==> src/rtl/cmd_frame_sender_pkg.sv <==
// Constants and state encodings shared by the UART transmit path.
package cmd_frame_sender_pkg;

  localparam int NB_DATA_DEF = 8;
  localparam int NB_OP_DEF   = 6;
  localparam int SB_TICK_DEF = 16;
  localparam int OVERSAMPLE  = 16;

  typedef enum logic [1:0] {
    SER_IDLE,
    SER_START,
    SER_DATA,
    SER_STOP
  } ser_state_t;

  typedef enum logic [1:0] {
    SEQ_IDLE,
    SEQ_SEND_A,
    SEQ_SEND_B,
    SEQ_SEND_OP
  } seq_state_t;

endpackage

==> src/rtl/cmd_frame_sender_serializer.sv <==
// 8N1 frame serializer driven by the 16x oversampling baud tick.
module uart_frame_serializer
  import cmd_frame_sender_pkg::*;
#(
  parameter int NB_DATA = NB_DATA_DEF,
  parameter int SB_TICK = SB_TICK_DEF
) (
  input  logic               i_clock,
  input  logic               i_reset,
  input  logic               i_s_tick,
  input  logic               i_load,
  input  logic [NB_DATA-1:0] i_byte,
  output logic               o_tx,
  output logic               o_stop_last,
  output logic               o_stop_done
);

  localparam int              NB_N      = (NB_DATA > 1) ? $clog2(NB_DATA) : 1;
  localparam logic [3:0]      TICK_LAST = 4'(OVERSAMPLE - 1);
  localparam logic [3:0]      STOP_LAST = 4'(SB_TICK - 1);
  localparam logic [NB_N-1:0] BIT_LAST  = NB_N'(NB_DATA - 1);

  ser_state_t         r_state;
  logic [3:0]         r_s;
  logic [NB_N-1:0]    r_n;
  logic [NB_DATA-1:0] r_shreg;
  logic               r_tx;
  logic               r_done;

  // Lets the sequencer react on the very edge the stop bit ends.
  assign o_stop_last = (r_state == SER_STOP) && i_s_tick && (r_s == STOP_LAST);
  assign o_tx        = r_tx;
  assign o_stop_done = r_done;

  always_ff @(posedge i_clock or posedge i_reset) begin
    if (i_reset) begin
      r_state <= SER_IDLE;
      r_s     <= '0;
      r_n     <= '0;
      r_shreg <= '0;
      r_tx    <= 1'b1;
      r_done  <= 1'b0;
    end else begin
      r_done <= 1'b0;
      case (r_state)
        SER_IDLE: begin
          if (i_load) begin
            r_state <= SER_START;
            r_s     <= '0;
            r_n     <= '0;
            r_shreg <= i_byte;
            r_tx    <= 1'b0;
          end
        end
        SER_START: begin
          if (i_s_tick) begin
            if (r_s == TICK_LAST) begin
              r_s     <= '0;
              r_state <= SER_DATA;
              r_tx    <= r_shreg[0];
            end else begin
              r_s <= r_s + 4'd1;
            end
          end
        end
        SER_DATA: begin
          if (i_s_tick) begin
            if (r_s == TICK_LAST) begin
              r_s     <= '0;
              r_shreg <= r_shreg >> 1;
              if (r_n == BIT_LAST) begin
                r_state <= SER_STOP;
                r_tx    <= 1'b1;
              end else begin
                r_n  <= r_n + NB_N'(1);
                r_tx <= r_shreg[1];
              end
            end else begin
              r_s <= r_s + 4'd1;
            end
          end
        end
        SER_STOP: begin
          if (i_s_tick) begin
            if (r_s == STOP_LAST) begin
              r_state <= SER_IDLE;
              r_s     <= '0;
              r_done  <= 1'b1;
            end else begin
              r_s <= r_s + 4'd1;
            end
          end
        end
        default: r_state <= SER_IDLE;
      endcase
    end
  end

endmodule

==> src/rtl/cmd_frame_sender.sv <==
// Command initiator: latches A, B and opcode, then sends them as three
// back-to-back 8N1 frames.
module cmd_frame_sender
  import cmd_frame_sender_pkg::*;
#(
  parameter int NB_DATA = NB_DATA_DEF,
  parameter int NB_OP   = NB_OP_DEF,
  parameter int SB_TICK = SB_TICK_DEF
) (
  input  logic               i_clock,
  input  logic               i_reset,
  input  logic               i_s_tick,
  input  logic               i_start,
  input  logic [NB_DATA-1:0] i_data_a,
  input  logic [NB_DATA-1:0] i_data_b,
  input  logic [NB_OP-1:0]   i_operation,
  output logic               o_tx,
  output logic               o_busy,
  output logic               o_byte_done_tick,
  output logic               o_done_tick
);

  seq_state_t         r_state;
  logic [NB_DATA-1:0] r_b;
  logic [NB_DATA-1:0] r_op;
  logic               r_busy;
  logic               r_done;

  logic               w_load;
  logic [NB_DATA-1:0] w_byte;
  logic               w_stop_last;
  logic               w_stop_done;

  // Operand A goes straight into the serializer so its start bit can begin
  // the cycle after acceptance; later frames reload on the previous stop-done.
  always_comb begin
    w_load = 1'b0;
    w_byte = i_data_a;
    case (r_state)
      SEQ_IDLE:    w_load = i_start;
      SEQ_SEND_B:  begin w_load = w_stop_done; w_byte = r_b;  end
      SEQ_SEND_OP: begin w_load = w_stop_done; w_byte = r_op; end
      default:     w_load = 1'b0;
    endcase
  end

  always_ff @(posedge i_clock or posedge i_reset) begin
    if (i_reset) begin
      r_state <= SEQ_IDLE;
      r_b     <= '0;
      r_op    <= '0;
      r_busy  <= 1'b0;
      r_done  <= 1'b0;
    end else begin
      r_done <= 1'b0;
      case (r_state)
        SEQ_IDLE: begin
          if (i_start) begin
            r_state <= SEQ_SEND_A;
            r_busy  <= 1'b1;
            r_b     <= i_data_b;
            r_op    <= NB_DATA'(i_operation);
          end
        end
        SEQ_SEND_A:  if (w_stop_last) r_state <= SEQ_SEND_B;
        SEQ_SEND_B:  if (w_stop_last) r_state <= SEQ_SEND_OP;
        SEQ_SEND_OP: begin
          if (w_stop_last) begin
            r_state <= SEQ_IDLE;
            r_busy  <= 1'b0;
            r_done  <= 1'b1;
          end
        end
        default: r_state <= SEQ_IDLE;
      endcase
    end
  end

  uart_frame_serializer #(
    .NB_DATA(NB_DATA),
    .SB_TICK(SB_TICK)
  ) u_serializer (
    .i_clock    (i_clock),
    .i_reset    (i_reset),
    .i_s_tick   (i_s_tick),
    .i_load     (w_load),
    .i_byte     (w_byte),
    .o_tx       (o_tx),
    .o_stop_last(w_stop_last),
    .o_stop_done(w_stop_done)
  );

  assign o_busy           = r_busy;
  assign o_done_tick      = r_done;
  assign o_byte_done_tick = w_stop_done;

endmodule

==> config.mk <==
export PLATFORM = sky130hd
export DESIGN_NAME = cmd_frame_sender
export DESIGN_NICKNAME = d
export VERILOG_FILES = /design/src/rtl/cmd_frame_sender_pkg.sv /design/src/rtl/cmd_frame_sender_serializer.sv /design/src/rtl/cmd_frame_sender.sv
export SDC_FILE = /design/constraint.sdc
export NUM_CORES = 1
export LEC_CHECK = 0
export ABC_AREA = 1
export CAP_MARGIN = 30
export CORE_AREA = 2 2 68 70
export CTS_CLUSTER_SIZE = 40
export DETAILED_ROUTE_END_ITERATION = 16
export DIE_AREA = 0 0 70 72
export GPL_TIMING_DRIVEN = 1
export PLACE_DENSITY = 0.69
export SLEW_MARGIN = 25
export SYNTH_ARGS = -nofsm -noshare
export SYNTH_HDL_FRONTEND = slang
export SYNTH_SLANG_ARGS = --single-unit
==> constraint.sdc <==
create_clock -name i_clock -period 1.95 [get_ports i_clock]
set_input_delay 0.195 -clock i_clock [delete_from_list [all_inputs] [get_ports i_clock]]
set_output_delay 0.195 -clock i_clock [all_outputs]
set_load 0.02 [all_outputs]
======== Word-level counts from Yosys, hierarchy flattened ========
Cells that the tools add are included.
word-level totals
  bits in latches ......................... 0
  memories kept ........................... 0
  input bits .............................. 26
  logic and storage cells ................. 96
  bits in registers ....................... 37
  output and inout bits ................... 4
  bits in read-only memories .............. 0
  bits in writable memories ............... 0
cells by class
  add/subtract/negate cells ............... 2
  shifts and indexed selects .............. 0
  multiply operators ...................... 0
  reduce and logical (&&, ||, !) cells .... 17
  muxes and demuxes ....................... 44
  order comparisons ....................... 0
  eq/ne operators ......................... 22
  bitwise operators ....................... 0
  div/mod/pow operators ................... 0
operators by type and width
  kind                                                              number
  8-bit one-hot mux with 2 select lines                             2
  2-bit 2-to-1 mux                                                  12
  8-bit 2-to-1 mux                                                  3
  2-bit by 1-bit != test with 1-bit output (second input constant)  8
  2-bit one-hot mux with 4 select lines                             2
  1-bit 2-to-1 mux                                                  13
  3-bit 2-to-1 mux                                                  4
  4-bit 2-to-1 mux                                                  3
  2-bit != test (second input constant)                             6
  2-bit == test (second input constant)                             4
  4-bit one-hot mux with 2 select lines                             1
  4-bit AND reduction                                               2
  8-bit AND reduction                                               1
  3-bit one-hot mux with 2 select lines                             1
  6-bit AND reduction                                               1
  5-bit AND reduction                                               1
  4-bit by 1-bit adder with 4-bit output (second input constant)    1
  2-bit by 1-bit == test with 1-bit output (second input constant)  2
  4-bit == test (second input constant)                             1
  2-bit zero test                                                   2
  1-bit one-hot mux with 2 select lines                             2
  2-bit AND reduction                                               2
  2-bit nonzero test                                                2
  3-bit by 1-bit adder with 3-bit output (second input constant)    1
  other kinds (7)                                                   8

======== Depth between registers and ports, before layout ========
  depth in word-level cells ............... 5
  gate-level depth with buffers ........... 10
  mapped depth without buffers ............ 9

======== Cells and area by module ========
A second synthesis with hierarchy kept.
unflattened totals
  cells, all modules ...................... 267
  area total of the unflattened synthesis .. 2182.1 µm²
modules (own cells, without submodules)
  module                 area an instance (µm²)  cells each  instances  sequential area each (µm²)
  uart_frame_serializer  1151.1                  136         1          476.7
  cmd_frame_sender       1031.0                  131         1          450.4

======== Least setup slack after synthesis ========
OpenSTA, ideal clock, no wires.
  kind .................................... reg2reg
  start point ............................. reg u_serializer.r_state[0]
  end point ............................... reg u_serializer.r_n[0]
  library setup time ...................... 0.117 ns
  clock period less this slack ............ 1.500 ns
  data required time ...................... 1.833 ns
  path buffers ............................ 0
  stages on the path, launching flop included .. 9
  arrival time ............................ 1.382 ns
  setup slack ............................. 0.450 ns
  path through ............................ dfrtp_1 -> inv_1 -> ha_1 -> inv_2 -> or2_1 -> o21ai_2 -> nand3_2 -> nand2_1 -> nand2_1
between the ends
  word-level cells in the longest chain between the ends .. 3
  elaborated cells on any way between the ends .. 9
  classes of those cells .................. eq/ne (5); mux (1); reduce/logical (3)
ends and longest elaborated chain
  item                                                     line                               text
  start: declaration                                       cmd_frame_sender_serializer.sv:23  ser_state_t r_state;
  start signal: assignment                                 cmd_frame_sender_serializer.sv:37  r_state <= SER_IDLE;
  start signal: assignment                                 cmd_frame_sender_serializer.sv:48  r_state <= SER_START;
  start signal: assignment                                 cmd_frame_sender_serializer.sv:59  r_state <= SER_DATA;
  2-bit == test / 2-bit zero test (equally long branches)  cmd_frame_sender_serializer.sv:45  case (r_state)
  2-bit != test (no source line) (tied with other cells)   --
  5-bit AND reduction (no source line)                     --
  end signal: assignment                                   cmd_frame_sender_serializer.sv:75  r_n <= r_n + NB_N'(1);
  end: declaration                                         cmd_frame_sender_serializer.sv:25  logic [NB_N-1:0] r_n;
Several ways; a longest one is shown, not always the timed one.
A chain may end at the register's enable or synchronous reset.

======== Final worst setup path ========
  start point ............................. reg r_state[0]
  end point ............................... reg u_serializer.r_shreg[2]
between the ends
  word-level cells in the longest chain between the ends .. 5
  elaborated cells on any way between the ends .. 10
  classes of those cells .................. eq/ne (3); mux (4); reduce/logical (3)
ends and longest elaborated chain
  item                                                       line                               text
  start: declaration                                         cmd_frame_sender.sv:23             seq_state_t r_state;
  start signal: assignment                                   cmd_frame_sender.sv:49             r_state <= SEQ_IDLE;
  start signal: assignment                                   cmd_frame_sender.sv:59             r_state <= SEQ_SEND_A;
  start signal: assignment                                   cmd_frame_sender.sv:65             SEQ_SEND_A: if (w_stop_last) r_state <= SEQ_SEND_B;
  2-bit == test                                              cmd_frame_sender.sv:39             case (r_state)
  2-bit OR reduction (no source line)                        --
  1-bit one-hot mux with 2 select lines                      cmd_frame_sender.sv:39
  2-bit by 1-bit != test with 1-bit output (no source line)  --
  4-bit AND reduction (no source line)                       --
  end signal: assignment                                     cmd_frame_sender_serializer.sv:51  r_shreg <= i_byte;
  end signal: assignment                                     cmd_frame_sender_serializer.sv:70  r_shreg <= r_shreg >> 1;
  end: declaration                                           cmd_frame_sender_serializer.sv:26  logic [NB_DATA-1:0] r_shreg;
Several ways; a longest one is shown, not always the timed one. The select of a mux whose other input is x is not followed.

==> tab_implementation.tex <==
\begin{tabular}{lr}
\hline
Metric & Value \\
\hline
\multicolumn{2}{l}{\textbf{Place}} \\
Weighted congestion at the end of routability-driven global placement & 0.808 \\
Placed instance area & 2410 µm² \\
Dpl cells & 337 \\
PortBufs & 29 \\
Worst setup slack before clock tree synthesis & 0.215 ns \\
Detailed Place HPWL & 3010 µm \\
\multicolumn{2}{l}{\textbf{STA}} \\
Fin crit share & 88.6\% \\
Total count of max-transition violations in the final report & 0 \\
Setup clock skew after layout & 0.00359 ns \\
Period minus WS final & 1.73 ns \\
Max frequency & 579 MHz \\
Setup repair after global routing missed its margin & true \\
Worst slew margin relative to its limit & 72.5\% \\
Final-report hold violation count & 0 \\
Setup violators final & 0 \\
Minimum setup slack in the final design & 0.223 ns \\
Worst-Margin Slew & 0.413 ns \\
\multicolumn{2}{l}{\textbf{Pwr}} \\
Cell Pwr Density & 1430 nW/µm² \\
Switching power of the nets & 1.53 mW \\
Combinational share of power & 48.3\% \\
Power share of the clock group & 15.1\% \\
Relative contribution of sequential cells to total power & 36.6\% \\
Proportion of total power due to net switching & 42.7\% \\
Peak supply drop & 622 µV \\
Static Leakage & 1.28 nW \\
Int Power & 2.05 mW \\
\multicolumn{2}{l}{\textbf{Cells and area}} \\
Number of nets in the layout & 331 \\
Layout overhead on the synthesized area & 21.7\% \\
Post-route non-filler standard cell count & 344 \\
Most frequent standard cell in the layout excluding fill and tap cells & sky130\_fd\_sc\_hd\_\_nand2\_1 \\
Post-route cell area & 2500 µm² \\
Commonest non-fill, non-tap cells in the layout & sky130\_fd\_sc\_hd\_\_nand2\_1 (108), sky130\_fd\_sc\_hd\_\_dfrtp\_1 (36), sky130\_fd\_sc\_hd\_\_clkdlybuf4s50\_1 (29) \\
Diodes inserted & 0 \\
Ratio of cells with drive above 1 in the final layout & 8.56\% \\
\multicolumn{2}{l}{\textbf{Global routing}} \\
Total global routing track utilization & 19.1\% \\
Global-route wire length before repair & 7580 µm \\
Largest net degree at the start of global routing & 17 \\
Final global-route overflow total & 0 \\
Number of global-route vias before repair & 1686 \\
Antenna violations before repair & 0 \\
\multicolumn{2}{l}{\textbf{Clock tree}} \\
CTS clk-pin slew, worst paths & 0.07 ns \\
Deepest clock path buffer count & 2 \\
Hold bufs inserted after CTS & 0 \\
Count of cells resized by post-cts repair & 0 \\
Clock root buffer master & sky130\_fd\_sc\_hd\_\_clkbuf\_8 \\
Number of setup buffers added after CTS & 0 \\
CTS H-Tree Depth & 2 \\
CTS tree & built \\
Later-pin clock latency in the skew report & 0.29 ns \\
Cts bufs inserted & 5 \\
Sinks on the clock net & 37 \\
\multicolumn{2}{l}{\textbf{Setup path}} \\
Startpoint of the lowest-slack register-to-register path & r\_state[0] \\
Setup slack on the worst flop-to-flop path & 0.22 ns \\
Launching element type of the critical path & flip-flop \\
Critical path required time & 2.12 ns \\
Capturing element type of the critical path & flip-flop \\
Critical setup path kind & flip-flop to flip-flop \\
Arr. time, crit path & 1.89 ns \\
Highest cell delay on the worst timing path & 0.43 ns \\
Ordered cell list for the critical path & inv\_1, ha\_1, nand2\_1, nand2\_1, nand2\_1, nand2\_1, nand2\_2, nand2\_1, o21ai\_0 \\
Buffering stage count on the worst path with inverters included & 1 \\
Cell at the slowest stage of the critical path & sky130\_fd\_sc\_hd\_\_dfrtp\_1 \\
Critical Path Fanout Max & 15 \\
Critical path's top delay family & simple AND/OR/NAND/NOR gates \\
Cell repeated most along the worst path & sky130\_fd\_sc\_hd\_\_nand2\_1 \\
Worst setup path start & r\_state[0] \\
\multicolumn{2}{l}{\textbf{Route}} \\
Final Routed Wirelength & 4050 µm \\
Total via count after detailed routing & 1679 \\
Count of unresolved DRC violations after routing & 0 \\
Post-detailed-route wirelength per cell & 11.8 µm \\
Iteration-0 DRC Markers & 112 \\
Drt pass-1 iters & 5 \\
Count of nets left with antenna violations after detail routing & 0 \\
Detail-routed via count per cell & 4.88 \\
\multicolumn{2}{l}{\textbf{Hold path}} \\
Worst min path class & primary input to asynchronous set/reset pin \\
\multicolumn{2}{l}{\textbf{Floorplanning}} \\
Die boundary width & 70 µm \\
Number of ports placed on the die boundary & 30 \\
Area enclosed by the die boundary & 5040 µm² \\
Die height & 72 µm \\
Cell Rows & 24 \\
Core outline area & 4260 µm² \\
Effective utilization at floorplan & 48.2\% \\
\multicolumn{2}{l}{\textbf{Synthesis}} \\
FF+latch count, synth & 37 \\
Mean Syn Cell Area & 8.02 µm² \\
Number of warnings printed during yosys synthesis & 0 \\
Post-synth design cell area & 2050 µm² \\
Cells after synthesis & 256 \\
Sequential-to-total area share from yosys stat & 45.2\% \\
Synth Net Count & 295 \\
Netlist cell types & 29 \\
\multicolumn{2}{l}{\textbf{Run}} \\
Maxcap violations & 0 \\
\multicolumn{2}{l}{\textbf{Outcome}} \\
Status & finished clean \\
\hline
\end{tabular}
-- Yosys cell counts --
cell | instances | area [µm²]
sky130_fd_sc_hd__a21oi_1 | 1 | 5.00
sky130_fd_sc_hd__a22o_1 | 1 | 8.76
sky130_fd_sc_hd__a22oi_1 | 1 | 7.51
sky130_fd_sc_hd__buf_2 | 3 | 15.0
sky130_fd_sc_hd__buf_4 | 1 | 7.51
sky130_fd_sc_hd__buf_6 | 2 | 22.5
sky130_fd_sc_hd__clkbuf_1 | 1 | 3.75
sky130_fd_sc_hd__dfrtp_1 | 36 | 901
sky130_fd_sc_hd__dfstp_2 | 1 | 26.3
sky130_fd_sc_hd__ha_1 | 13 | 163
sky130_fd_sc_hd__inv_1 | 19 | 71.3
sky130_fd_sc_hd__inv_2 | 1 | 3.75
sky130_fd_sc_hd__mux2i_1 | 6 | 60.1
sky130_fd_sc_hd__nand2_1 | 108 | 405
sky130_fd_sc_hd__nand2_2 | 2 | 12.5
sky130_fd_sc_hd__nand2_4 | 1 | 11.3
sky130_fd_sc_hd__nand3_1 | 12 | 60.1
sky130_fd_sc_hd__nand3_2 | 2 | 20.0
sky130_fd_sc_hd__nand3b_1 | 1 | 7.51
sky130_fd_sc_hd__nand4_1 | 6 | 37.5
sky130_fd_sc_hd__nor2_1 | 12 | 45.0
sky130_fd_sc_hd__nor2_2 | 1 | 6.26
sky130_fd_sc_hd__nor2_4 | 2 | 22.5
sky130_fd_sc_hd__o21a_1 | 1 | 7.51
sky130_fd_sc_hd__o21ai_0 | 8 | 40.0
sky130_fd_sc_hd__o21ai_1 | 10 | 50.1
sky130_fd_sc_hd__o21ai_2 | 2 | 17.5
sky130_fd_sc_hd__or2_1 | 1 | 6.26
sky130_fd_sc_hd__xor2_1 | 1 | 8.76
-- registers in the layout, summed over array words and instances (netlist names) --
name,cells
u_serializer.r_shreg,8
u_serializer.r_s,4
u_serializer.o_tx,1
o_busy,1
u_serializer.r_n,3
r_op,6
r_state,2
r_b,8
o_done_tick,1
u_serializer.o_stop_done,1
u_serializer.r_state,2
-- final timing paths --
path,to,cells after the start
worst max-delay path,u_serializer.r_shreg[2],9
worst min-delay path,u_serializer.r_s[1],2
worst max register to register,u_serializer.r_shreg[2],9
worst min register to register,u_serializer.o_tx,2
max in group asynchronous,r_b[0],3
min in group i_clock,r_op[3],3
-- cell type report --
type | instances | area (µm²)
fill | 401 | 1770
multi-input combinational | 192 | 1000
sequential | 37 | 927
timing repair buffer | 36 | 343
clock buffer | 7 | 86.3
inverter | 20 | 75.1
tap | 52 | 65.1
-- metrics by stage --
stage	util [%]	power (mW)	hold slack (ns)	setup TNS [ns]
after CTS	58.6	3.62	0.216	0
after floorplan	-	2.65	0.305	0
after global placement	56.6	3.02	0.460	0
after global routing	58.6	3.97	0.220	-0.0635
final	58.6	3.57	0.184	0
after detailed placement	56.6	3.05	0.461	0
-- logic make-up (layout without fill, tap and decap cells) --
logic type | Yosys count | count (layout) | synth area share, %
and+or+nand+nor | 148 | 148 | 30.9
muxes | 6 | 6 | 2.93
DFF | 37 | 37 | 45.2
adders and majority gates | 13 | 13 | 7.92
AOI/OAI and AO/OA | 24 | 24 | 6.64
xor gates and xnor gates | 1 | 1 | 0.427
buffers and inverters | 27 | 63 | 6.03
-- worst register-to-register path, delay by kind of cell (launching register included) --
kind                     cells  cell delay (ns)
AND/OR/NAND/NOR              6             0.79
flip-flops                   1             0.43
adder cells (fa/ha/maj)      1             0.20
buffers and inverters        1             0.10
AO/OA/AOI/OAI                1             0.08
-- metal layers --
metal  routed length, µm  track usage (%)
met1                2000             25.4
met2                1820             30.2
met4                  95             9.83
met5                   0                0
met3                 130             3.47
-- power by group through the flow --
stage	Sequential, mW	Clock, mW	Combinational (mW)
floorplan	1.28	0	1.38
detailed placement	1.31	0	1.74
CTS	1.30	0.561	1.75
global placement	1.31	0	1.71
global route	1.35	0.591	2.02
finish	1.31	0.538	1.73
Power figures use the tool's default switching activity.
